**src/rtl/twos_comp_pkg.sv**
```systemverilog
// Shared definitions for the two's-complement serial blocks (decoder and negator).
//   state_t       : 2-bit FSM state encoding (IDLE, SHIFT, DONE)
//   cnt_width()   : bit width of a counter that indexes 0..w-1
package twos_comp_pkg;

    typedef enum logic [1:0] {
        IDLE  = 2'd0,
        SHIFT = 2'd1,
        DONE  = 2'd2
    } state_t;

    // Width of a bit-index counter for a w-bit word; at least one bit.
    function automatic int unsigned cnt_width(input int unsigned w);
        return (w < 2) ? 1 : $clog2(w);
    endfunction

endpackage : twos_comp_pkg

```
**src/rtl/serial_negate_cell.sv**
```systemverilog
// Combinational Mealy bit cell for LSB-first two's-complement negation
// (copy bits up to and including the first 1, invert everything after).
// Ports:
//   b             in   current input bit
//   neg           in   1 = negate this word, 0 = pass bits through
//   seen_one      in   a 1 has already been processed in this word
//   o             out  output bit
//   seen_one_next out  updated seen_one flag for the next bit
module serial_negate_cell (
    input  logic b,
    input  logic neg,
    input  logic seen_one,
    output logic o,
    output logic seen_one_next
);

    always_comb begin
        o             = b ^ (neg & seen_one);
        seen_one_next = seen_one | b;
    end

endmodule : serial_negate_cell

```
**src/rtl/twos_comp_serial_decoder.sv**
```systemverilog
// Bit-serial two's-complement to sign-magnitude decoder.
// Accepts one WIDTH-bit word, walks it LSB-first one bit per clock, then
// holds Sign/Mag/Min_neg until the consumer takes them.
// Ports:
//   clk, rst_n          clock, asynchronous active-low reset
//   In, in_valid        two's-complement input word and its valid
//   in_ready            high in IDLE: a word can be accepted
//   Sign, Mag           sign bit and unsigned magnitude of the held result
//   Min_neg             held input was the most-negative value
//   out_valid           high in DONE: result is valid
//   out_ready           consumer takes the result
module twos_comp_serial_decoder
    import twos_comp_pkg::*;
#(
    parameter int unsigned WIDTH = 4
) (
    input  logic             clk,
    input  logic             rst_n,
    input  logic [WIDTH-1:0] In,
    input  logic             in_valid,
    output logic             in_ready,
    output logic             Sign,
    output logic [WIDTH-1:0] Mag,
    output logic             Min_neg,
    output logic             out_valid,
    input  logic             out_ready
);

    localparam int unsigned      CW      = cnt_width(WIDTH);
    localparam logic [CW-1:0]    CNT_LAST = CW'(WIDTH - 1);
    localparam logic [WIDTH-1:0] MAG_MIN = {1'b1, {(WIDTH-1){1'b0}}};

    state_t           state, state_next;
    logic [WIDTH-1:0] shreg;
    logic [CW-1:0]    cnt;
    logic             seen_one;

    logic             bit_o;
    logic             seen_one_nxt;
    logic [WIDTH-1:0] mag_next;
    logic             accept;
    logic             last_bit;

    serial_negate_cell u_cell (
        .b             (shreg[0]),
        .neg           (Sign),
        .seen_one      (seen_one),
        .o             (bit_o),
        .seen_one_next (seen_one_nxt)
    );

    // Handshake flags decode straight from the state register.
    assign in_ready  = (state == IDLE);
    assign out_valid = (state == DONE);

    assign accept   = in_ready & in_valid;
    assign last_bit = (state == SHIFT) && (cnt == CNT_LAST);
    assign mag_next = {bit_o, Mag[WIDTH-1:1]};

    always_ff @(posedge clk or negedge rst_n) begin
        if (!rst_n) state <= IDLE;
        else        state <= state_next;
    end

    always_comb begin
        state_next = state;
        case (state)
            IDLE:    if (in_valid)  state_next = SHIFT;
            SHIFT:   if (last_bit)  state_next = DONE;
            DONE:    if (out_ready) state_next = IDLE;
            default:                state_next = IDLE;
        endcase
    end

    always_ff @(posedge clk or negedge rst_n) begin
        if (!rst_n) begin
            shreg    <= '0;
            cnt      <= '0;
            seen_one <= 1'b0;
            Sign     <= 1'b0;
            Mag      <= '0;
            Min_neg  <= 1'b0;
        end else if (accept) begin
            shreg    <= In;
            Sign     <= In[WIDTH-1];
            cnt      <= '0;
            seen_one <= 1'b0;
            Mag      <= '0;
            Min_neg  <= 1'b0;
        end else if (state == SHIFT) begin
            shreg    <= {1'b0, shreg[WIDTH-1:1]};
            seen_one <= seen_one_nxt;
            Mag      <= mag_next;
            if (last_bit) begin
                // Most-negative input is its own negation: Mag ends as 1 then 0s.
                Min_neg <= Sign & (mag_next == MAG_MIN);
            end else begin
                cnt <= cnt + 1'b1;
            end
        end
    end

endmodule : twos_comp_serial_decoder

```
**config.mk**
```make
export PLATFORM = sky130hd
export DESIGN_NAME = twos_comp_serial_decoder
export DESIGN_NICKNAME = d
export VERILOG_FILES = /design/src/rtl/twos_comp_pkg.sv /design/src/rtl/serial_negate_cell.sv /design/src/rtl/twos_comp_serial_decoder.sv
export SDC_FILE = /design/constraint.sdc
export NUM_CORES = 1
export LEC_CHECK = 0
export CORE_UTILIZATION = 35
export CTS_BUF_LIST = sky130_fd_sc_hd__clkbuf_16
export DETAILED_ROUTE_END_ITERATION = 12
export PLACE_DENSITY = 0.69
export SLEW_MARGIN = 30
export SYNTH_ARGS = -nofsm -noshare
export SYNTH_HDL_FRONTEND = slang
export SYNTH_SLANG_ARGS = --single-unit
```
**constraint.sdc**
```tcl
create_clock -name clk -period 1.3 [get_ports clk]
set_input_delay 0.39 -clock clk [delete_from_list [all_inputs] [get_ports clk]]
set_output_delay 0.39 -clock clk [all_outputs]
set_load 0.005 [all_outputs]
```
* Word-level counts from Yosys, hierarchy flattened
Index checks and enable logic that the tools add are counted.
Word-level totals: register bits 15, output and inout bits 8
Cells by class: $add $sub $neg 1, eq/ne operators 8, mux-type cells 16, bitwise logic cells 5, reductions and logical operators 7
Operator list (count):
- $mux 4 | 4
- $mux 2 | 6
- $ne 2x2->1 const B | 3
- $pmux 2 s3 | 1
- $mux 1 | 5
- $eq 2x2->1 const B | 2
- $eq 4x4->1 const B | 1
- $reduce_and 2->1 | 2
- $reduce_bool 2->1 | 2
- $and 1x1->1 | 3
- $reduce_and 3->1 | 1
- $add 2x1->2 const B | 1
- $eq 2x1->1 const B | 1
- $logic_not 2->1 | 1
- $ne 2x1->1 const B | 1
- $logic_and 1x1->1 | 1
- $or 1x1->1 | 1
- $xor 1x1->1 | 1

* Longest topological paths before layout
Gate-level depths: netlist (run 1).
depth after elaboration 7, mapped depth 4, gate-level depth less buffers 4

* Modules after synthesis
Synthesis (run 1) repeated with hierarchy kept, for this count alone.
Unflattened totals: cell total of the unflattened synthesis 60, area total of the unflattened synthesis 725.7 sq um
Modules (own cells, without submodules):
- twos_comp_serial_decoder | instances 1, cells an instance 57, area each 706.9 sq um, sequential area each 375.4 sq um
- serial_negate_cell | instances 1, cells an instance 3, area each 18.8 sq um, sequential area each 0.0 sq um

* Worst setup path before layout (run 1)
OpenSTA, ideal clock, no wires.
path kind reg-to-reg, from reg cnt[0], to reg cnt[0], arrival 1.059 ns, required time 1.158 ns, slack 0.099 ns, cell stages (with the launch flop) 5, buffers on the path 0, clock period less this slack 1.201 ns, cell sequence dfrtp_1 -> ha_1 -> nor3b_1 -> xnor2_1 -> nor2_1
On the way: word-level cells in the longest chain between the ends 4
RTL lines:
- start: declaration | RTL line twos_comp_serial_decoder.sv:35 | logic [CW-1:0] cnt;
- start signal: assignment | RTL line twos_comp_serial_decoder.sv:98 | cnt <= cnt + 1'b1;
- $add 2x1->2 or $eq 2x2->1 (tied branches) | RTL line twos_comp_serial_decoder.sv:98, twos_comp_serial_decoder.sv:57
- $mux 2 or $logic_and 1x1->1 (tied branches) | RTL line twos_comp_serial_decoder.sv:94, twos_comp_serial_decoder.sv:57
- $mux 2 or $ne 2x2->1 (tied branches)
- $mux 2 or $reduce_and 2->1 (tied branches)
Parallel ways exist; a longest one is shown, timed or not. The select of a mux whose other input is x is not followed. A chain may end at the register's enable or synchronous reset.

* Worst setup path after layout (run 1)
from reg state[1], to out out_valid
On the way: word-level cells in the longest chain between the ends 1
RTL lines:
- start: declaration | RTL line twos_comp_serial_decoder.sv:33 | state_t state, state_next;
- start signal: assignment | RTL line twos_comp_serial_decoder.sv:62 | else state <= state_next;
- $eq 2x2->1 | RTL line twos_comp_serial_decoder.sv:54 | assign out_valid = (state == DONE);
- end: declaration | RTL line twos_comp_serial_decoder.sv:25 | output logic out_valid,
No other way between the ends.

==> run summary, run 1 <==
First-pass GRT wire length - 2.94 mm
Register bit total from synthesis - 15
Worst Skew - 0.00156 ns
TritonCTS clock tree - yes
Unique cell type count in the Yosys netlist - 23
CP Class - flip-flop to output pin
Clk network pwr share - 20.9%
Antenna violations before repair - 0
Pwr/cell area - 2530 nW/um2
Max clock buf depth - 2
Area growth from synthesis to layout - 65.9%
Crit-path cells - buf_6 > nand2b_1 > inv_1 > clkbuf_2
Simple-Gate Fraction of Synth Area - 26.0%
CTS Sinks - 15
Cells after Synth - 68
Critical path's top delay family - flip-flops
DR iter-0 viols - 18
Count of final hold-check violations - 0
Worst-path fanout max - 3
Vias in the first global route - 664
Via density - 4.98
Most common cell after layout, fill and taps aside - dfrtp_1
Inserted Clock Buffers - 3
Switching share of power - 35.4%
Worst ir drop on vdd - 1.51 mV
Antenna Cells - 0
Max stage delay on crit path - 0.39 ns
Flop pwr share - 29.1%
Worst setup margin - -0.0876 ns
Row count - 15
Compound-Gate Fraction of Synth Area - 9.09%
Most frequent cells in the layout - dfrtp_1 (15), nand2_1 (14), buf_4 (12)
Synth Area in XOR/XNOR - 3.90%
DRT antenna net count - 0
Core footprint - 1760 um2
Worst min path class - primary input to asynchronous set/reset pin
Final Instance Area - 1120 um2
RePlAce Congestion - 0.745
Chip width - 45.9 um
Register area share after synthesis - 55.7%
Global Route Usage Sum - 20.7%
Worst Path Buf+Inv - 3
Avg Cell Area, Syn - 9.92 um2
RSZ-0062 raised after global routing - yes
Setup crit end kind - output pin
H-tree levels - 1
Port buffer count - 15
Final Critical Period - 1.39 ns
Io pins - 16
Clock root buffer - clkbuf_16
Pin count of the biggest net entering global routing - 16
Mux share of post-synthesis cell area - 0%
Layout cells sized above 1 - 38.2%
Die ar. - 2110 um2
Cts hold-fix bufs - 0
Setup violations, final - 15
Worst-Skew Late Latency - 0.25 ns
Starting Density - 38.2%
DRT Wirelength - 1.77 mm
Worst Setup Start Kind - flip-flop
Final Max Slew Viols - 0
Achievable Freq - 0.721 GHz
Post-route total power - 2.83 mW
Comb power frac - 50.0%
Nets - 112
1st-pass router iterations - 4
Post-Syn Nets - 77
DRC - 0
Slew @ Worst Pin - 0.250 ns
Hpwl dp - 991 um
Number of fill cells - 151
Combinational family with the most area after synthesis - simple AND/OR/NAND/NOR gates
Yosys warnings - 0
Die height - 45.9 um
Worst-path clk slew - 0.05 ns
DP Area - 918 um2
Via count - 632
Worst EP required - 0.91 ns
Arrival @ worst endpoint - 1.00 ns
Leak - 0.555 nW
Internal cell power - 1.82 mW
Max Cap Viol - 0
Wire per inst - 14.0 um
Slowest cell on the critical path - dfrtp_1
Adder and majority cell fraction of the synthesized area - 1.86%
Mapped cell area - 674 um2
Failing checks - negative setup slack
Grt ovf - 0
Status - complete, but fails checks
Worst rel slew slack - 83.1%
Net switching power - 1.00 mW
Tcrit/Tclk final - 107%
[sequential cells by signal, indices dropped and copies added, names as in the netlist]
register  count
Mag           4
shreg         4
cnt           2
state         2
Min_neg       1
Sign          1
seen_one      1
[Yosys cell counts]
library cell,instances,area (um2)
a22oi_1,3,22.5
nor2_1,2,7.51
nor2b_1,1,6.26
nand2b_1,1,6.26
nor4b_1,1,8.76
or3b_4,1,11.3
ha_1,1,12.5
nand3b_1,1,7.51
a21oi_1,1,5.00
xnor2_1,1,8.76
or2b_1,1,7.51
nor3b_1,2,15.0
xor2_1,2,17.5
a22o_1,1,8.76
dfrtp_1,15,375
nand3_1,9,45.0
nand2_1,16,60.1
inv_1,1,3.75
buf_6,1,11.3
buf_2,1,5.00
o21ai_0,2,10.0
clkbuf_1,1,3.75
o21ai_1,3,15.0
[per-layer routing]
metal / global-route usage (%) / routed length [um]
met3: 4.37 / 41
met2: 33.5 / 910
met1: 24.0 / 765
met5: 0 / 0
met4: 14.7 / 54
[power groups by stage]
stage | sequential [mW] | clock, mW | combinational [mW]
after floorplan | 0.827 | 0 | 0.574
after global placement | 0.799 | 0 | 1.08
after detailed placement | 0.805 | 0 | 1.11
after CTS | 0.809 | 0.587 | 1.32
after global routing | 0.842 | 0.614 | 1.55
final | 0.821 | 0.591 | 1.41
[cell type report]
| cell class | count | area [um2] | area share, % |
|---|---|---|---|
| Sequential cell | 15 | 375 | 33.6 |
| Multi-Input combinational cell | 50 | 352 | 31.4 |
| Timing Repair Buffer | 32 | 278 | 24.8 |
| Clock buffer | 3 | 75.1 | 6.71 |
| Tap cell | 25 | 31.3 | 2.80 |
| Clock inverter | 1 | 3.75 | 0.336 |
| Inverter | 1 | 3.75 | 0.336 |
[worst reg2reg max path, cell delays in order (launching register included)]
cell	delay (ns)
dfrtp_1	0.39
buf_6	0.13
buf_6	0.11
buf_6	0.11
or2b_4	0.26
buf_6	0.14
nand3_2	0.07
nand2_2	0.05
[path summary, 6_finish.rpt]
| check | from | end | slack, ns | depth (start not counted) |
|---|---|---|---|---|
| max | state[1] | out_valid | -0.09 | 4 |
| min | rst_n | seen_one | 0.45 | 2 |
| min in group clk | shreg[3] | shreg[3] | 0.52 | 2 |
| max in group asynchronous | rst_n | shreg[2] | 0.68 | 2 |
| max reg2reg | state[1] | shreg[0] | -0.08 | 7 |
| min reg2reg | shreg[3] | shreg[3] | 0.52 | 2 |
[cells by family after synthesis]
kind of cell | Yosys count
buffers and inverters | 4
adder cells (fa/ha/maj) | 1
AND/OR/NAND/NOR | 35
flip-flops | 15
XOR/XNOR | 3
AO/OA/AOI/OAI | 10
[metrics by stage]
| stage | setup TNS [ns] | hold slack [ns] | std cells | utilization, % | setup WS, ns |
|---|---|---|---|---|---|
| 2_1_floorplan | 0 | 0.0944 | 68 | - | 0.0994 |
| 3_3_place_gp | -3.68 | 0.482 | 116 | 52.1 | -0.312 |
| 3_5_place_dp | -3.99 | 0.494 | 116 | 52.1 | -0.331 |
| 4_1_cts | -1.05 | 0.464 | 126 | 62.6 | -0.163 |
| 5_1_grt | -1.38 | 0.481 | 127 | 63.4 | -0.118 |
| 6_report | -0.837 | 0.452 | 127 | 63.4 | -0.0876 |
[repair_timing]
item / in CTS / in global routing
endpoints found under the setup margin: 19 / 17
setup buffers: 4 / 1
pin swaps: 17 / 3
gates cloned: 2 / 0
gates resized for setup: 31 / 6
No activity file was read; power rests on OpenSTA's default activity.
==> run 2: changes to the inputs <==
--- a/config.mk
+++ b/config.mk
@@ -8,6 +8,7 @@
 export CORE_UTILIZATION = 35
 export CTS_BUF_LIST = sky130_fd_sc_hd__clkbuf_16
 export DETAILED_ROUTE_END_ITERATION = 12
+export MAX_ROUTING_LAYER = met4
 export PLACE_DENSITY = 0.69
 export SLEW_MARGIN = 30
 export SYNTH_ARGS = -nofsm -noshare
==> run 2 against run 1 <==
The run still ends with negative setup slack left. Routed wire length rose by 0.28%. Non-clock buffer count did not move. Total power barely moved. Global-route usage rose by 0.53 points. Clock power barely moved. Critical path depth did not move. Sequential share of layout area did not move. First-iteration DRC count fell by 5.6%. Core utilization did not move. Worst hold slack barely moved. Critical endpoint unchanged. Largest power group unchanged.
==> run summary, run 2 (synthesized netlist as in run 1, its figures left out) <==
Leak - 0.555 nW
Tcrit/Tclk final - 107%
First-pass GRT wire length - 2.94 mm
Inserted Clock Buffers - 3
Max clock buf depth - 2
CTS Sinks - 15
Pwr/cell area - 2530 nW/um2
Worst Skew - 0.00121 ns
Io pins - 16
Worst-path fanout max - 3
RePlAce Congestion - 0.754
Via count - 636
Arrival @ worst endpoint - 1.00 ns
Die ar. - 2110 um2
Hpwl dp - 991 um
Multi-input gate area - 352 um2
Clock root buffer - clkbuf_16
Grt ovf - 0
Most frequent cells in the layout - dfrtp_1 (15), nand2_1 (14), buf_4 (12)
H-tree levels - 1
Worst Setup Start Kind - flip-flop
Final Instance Area - 1120 um2
Max Cap Viol - 0
Count of final hold-check violations - 0
Number of fill cells - 151
Die height - 45.9 um
Setup crit end kind - output pin
Chip width - 45.9 um
Setup_tns - -0.843 ns
Post-route total power - 2.83 mW
Final non-filler cell total - 127
Worst EP required - 0.91 ns
RSZ-0062 raised after global routing - yes
Antenna violations before repair - 0
DRC - 0
Final Max Slew Viols - 0
Worst ir drop on vdd - 1.51 mV
Failing checks - negative setup slack
Setup violations, final - 15
Final Critical Period - 1.39 ns
Post-Place Cells - 116
DRT Wirelength - 1.78 mm
Worst rel slew slack - 83.1%
Layout cells sized above 1 - 38.2%
Antenna Cells - 0
Hold WS - 0.451 ns
Starting Density - 38.2%
DP Area - 918 um2
Pin count of the biggest net entering global routing - 16
TritonCTS clock tree - yes
Via density - 5.01
Most common cell after layout, fill and taps aside - dfrtp_1
Worst min path class - primary input to asynchronous set/reset pin
Slew @ Worst Pin - 0.250 ns
Cts hold-fix bufs - 0
CP Class - flip-flop to output pin
Core footprint - 1760 um2
Global Route Usage Sum - 21.3%
1st-pass router iterations - 3
Worst setup margin - -0.0872 ns
Port buffer count - 15
Area growth from synthesis to layout - 65.9%
Worst-path clk slew - 0.05 ns
Vias in the first global route - 666
Storage element area - 375 um2
R2R cell count - 7
Wire per inst - 14.0 um
Worst-Skew Late Latency - 0.25 ns
Row count - 15
Biggest regs - Mag: 4 flops, shreg: 4 flops
DR iter-0 viols - 17
Achievable Freq - 0.721 GHz
DRT antenna net count - 0
Status - complete, but fails checks
Nets - 112
run 2: path summary, 6_finish.rpt:
kind                       startpoint         to  slack, ns
setup / recovery             state[1]  out_valid      -0.09
hold / removal                  rst_n   seen_one       0.45
setup reg to reg             state[1]   shreg[0]      -0.08
hold reg to reg              shreg[3]   shreg[3]       0.52
max in group asynchronous       rst_n   shreg[2]       0.68
min in group clk             shreg[3]   shreg[3]       0.52
run 2: routing by layer:
metal  vias to the layer above  track usage, %  share of wire, %
met5                         -               -                 0
met4                         0            14.7               2.9
met3                         5            4.37               2.3
met2                        10            33.5                52
met1                       319            23.8                43
li1                        302               -                 -
run 2: critical path, cell delays in order (launching register included):
cell and delay (ns):
dfrtp_1 0.39, buf_6 0.13, nand2b_1 0.08, inv_1 0.05, clkbuf_2 0.10
run 2: per-stage QoR:
stage               util (%)  setup WS (ns)
floorplan                  -         0.0994
global placement        52.1         -0.312
detailed placement      52.1         -0.331
CTS                     62.6         -0.163
global route            63.4         -0.118
finish                  63.4        -0.0872
run 2: power by group:
part / internal, mW / leakage, nW / switching, mW
sequential: 0.672 / 0.191 / 0.148
clock: 0.407 / 0.0423 / 0.186
combinational: 0.745 / 0.322 / 0.670
run 2: layout make-up:
class | instances | area share (%)
Sequential cell | 15 | 33.6
Clock buffer | 3 | 6.71
Inverter | 1 | 0.336
Clock inverter | 1 | 0.336
Multi-Input combinational cell | 50 | 31.4
Timing Repair Buffer | 32 | 24.8
Tap cell | 25 | 2.80
run 2: timing repair:
item	4_1_cts	5_1_grt
pin swaps	17	3
endpoints found under the setup margin	19	17
cloned	2	0
resized for setup	31	6
setup buffers	4	1
==> run 3: changes to the inputs <==
--- a/config.mk
+++ b/config.mk
@@ -9,8 +9,9 @@
 export CTS_BUF_LIST = sky130_fd_sc_hd__clkbuf_16
 export DETAILED_ROUTE_END_ITERATION = 12
 export MAX_ROUTING_LAYER = met4
-export PLACE_DENSITY = 0.69
+export PLACE_DENSITY = 0.68
 export SLEW_MARGIN = 30
 export SYNTH_ARGS = -nofsm -noshare
 export SYNTH_HDL_FRONTEND = slang
+export SYNTH_HIERARCHICAL = 1
 export SYNTH_SLANG_ARGS = --single-unit
==> run 3 against run 2 <==
The run still ends with negative setup slack left. Critical path depth down 1. Count of clock-buffer cells in the layout stayed put. Clock skew grew 0.00099 ns. Final cell count shrank 4.7%. Setup slack improved by 0.011 ns. Register-to-register slack gained 0.02 ns. Global-route usage decreased by 4.4 points. Worst hold slack better by 0.025 ns. Final area up 2.3%. Sequential power fell by 1%. Core utilization fell by 5.0 points. First-iteration DRC count shrank 82%. Critical endpoint unchanged. Largest cell class unchanged.
==> run summary, run 3 <==
DRT antenna net count - 0
Number of synthesized flops with an enable pin - 0
Number of fill cells - 163
Port buffer count - 15
Io pins - 16
Most common cell after layout, fill and taps aside - dfrtp_1
Tcrit/Tclk final - 106%
Worst Setup Start Kind - flip-flop
Arrival @ worst endpoint - 0.99 ns
Cells after Synth - 60
Clock root buffer - clkbuf_16
Mapped cell area - 726 um2
Final Max Slew Viols - 0
DR iter-0 viols - 3
Global Route Usage Sum - 16.8%
Switching share of power - 31.9%
Worst-Skew Late Latency - 0.24 ns
TritonCTS clock tree - yes
Leak - 0.549 nW
Pin count of the biggest net entering global routing - 16
Comb power frac - 51.9%
Internal cell power - 1.97 mW
Max Cap Viol - 0
Unique cell type count in the Yosys netlist - 24
Yosys warnings - 6
Synth area leaders - dfrtp_1 (52%), a22o_1 (12%), buf_6 (4.7%)
DRC - 0
Worst ir drop on vdd - 1.27 mV
Starting Density - 37.0%
Slew @ Worst Pin - 0.245 ns
Row count - 16
Achievable Freq - 0.727 GHz
Chip width - 47.5 um
1st-pass router iterations - 4
Inserted Clock Buffers - 3
Worst-path fanout max - 2
Antenna Cells - 0
Commonest cells in the synthesized netlist - dfrtp_1 (15), a22o_1 (10), nand2_1 (5), o21ai_0 (4)
Register bit total from synthesis - 15
Wire per inst - 14.0 um
Dpl ws - -0.288 ns
Post-route total power - 2.89 mW
Worst EP required - 0.91 ns
Final Critical Period - 1.38 ns
Core footprint - 1960 um2
RSZ-0062 raised after global routing - yes
Avg Cell Area, Syn - 12.1 um2
Worst min path class - primary input to asynchronous set/reset pin
DRT Wirelength - 1.69 mm
Yosys top cell area share - 51.7%
Pwr/cell area - 2520 nW/um2
Vias in the first global route - 579
Worst setup margin - -0.0761 ns
Failing checks - negative setup slack
Post-Syn Nets - 69
RePlAce Congestion - 0.723
Worst Skew - 0.00220 ns
Biggest regs - Mag: 4 flops, shreg: 4 flops
First-pass GRT wire length - 2.42 mm
Count of final hold-check violations - 0
Post-synth top flop - dfrtp_1
Net switching power - 0.922 mW
Max clock buf depth - 2
Synth area leader - dfrtp_1
Ys async rst share - 100%
R2R cell count - 5
Via density - 5.00
Via count - 605
Die height - 47.5 um
Worst-path clk slew - 0.05 ns
Grt ovf - 0
CTS Sinks - 15
Setup violations, final - 3
Flop pwr share - 28.1%
Area growth from synthesis to layout - 57.8%
Clk network pwr share - 20.1%
Most frequent cells in the layout - dfrtp_1 (15), a22o_1 (10), buf_4 (10)
Worst rel slew slack - 83.5%
Register area share after synthesis - 51.7%
Die ar. - 2260 um2
Most numerous cell in the Yosys netlist - dfrtp_1
Layout cells sized above 1 - 36.2%
H-tree levels - 1
Hpwl dp - 1.05 mm
Status - complete, but fails checks
Antenna violations before repair - 0
Nets - 104
Setup crit end kind - output pin
CP Class - flip-flop to output pin
## run 3: path summary, 6_finish.rpt
check / start / to / slack, ns
setup / recovery: state[0] / out_valid / -0.08
hold / removal: rst_n / state[0] / 0.48
setup reg to reg: state[0] / Sign / -0.06
hold reg to reg: shreg[3] / shreg[3] / 0.51
max in group asynchronous: rst_n / Mag[1] / 0.65
min in group clk: shreg[3] / shreg[3] / 0.51
## run 3: repair_timing
action,4_1_cts,5_1_grt
resized for setup,26,11
hold buffers,0,0
pin swaps,8,2
buffers inserted,9,1
cloned,1,0
setup endpoints to repair,12,18
## run 3: power by group through the flow
stage                     Combinational [mW]  Sequential (mW)  Clock (mW)
after floorplan                        0.738            0.821           0
after global placement                  1.15            0.802           0
after detailed placement                1.18            0.812           0
after CTS                               1.37            0.800       0.590
after global routing                    1.63            0.830       0.605
final                                   1.50            0.810       0.580
## run 3: cell type report
cell class	instances	area (um2)	area share (%)
repair buffers	33	302	26.3
clock inverters	1	3.75	0.328
flip-flops and latches	15	375	32.8
clock buffers	3	75.1	6.56
multi-input cells	40	348	30.4
well taps	27	33.8	2.95
inverters	2	7.51	0.656
## run 3: logic make-up after synthesis
group | Yosys count | synth area share, %
flip-flops | 15 | 51.7
AND/OR/NAND/NOR | 14 | 11.6
buffers and inverters | 6 | 6.38
adder cells (fa/ha/maj) | 1 | 1.72
XOR/XNOR | 1 | 1.21
AO/OA/AOI/OAI | 20 | 22.4
multiplexers | 3 | 5.00
## run 3: metrics by stage
step,setup TNS (ns),cells,util [%],hold WS [ns],instance area (um2)
floorplan,0,60,-,0.0944,726
global placement,-3.14,108,48.2,0.471,946
detailed placement,-3.54,108,48.2,0.488,946
CTS,-0.234,121,56.7,0.486,1110
global route,-0.604,121,58.4,0.510,1140
finish,-0.196,121,58.4,0.476,1140
## run 3: worst max-delay path, cell delays in order, from the launching register on
cell and delay [ns]:
dfrtp_1 0.40, buf_6 0.14, nor2b_4 0.10, buf_2 0.11
## run 3: routing by layer
layer | GRT usage [%] | up-vias | share of wire [%]
li1 | - | 287 | -
met1 | 17.2 | 306 | 42
met3 | 3.77 | 2 | 3.1
met5 | - | - | 0
met2 | 27.9 | 10 | 54
met4 | 12.8 | 0 | 1.1
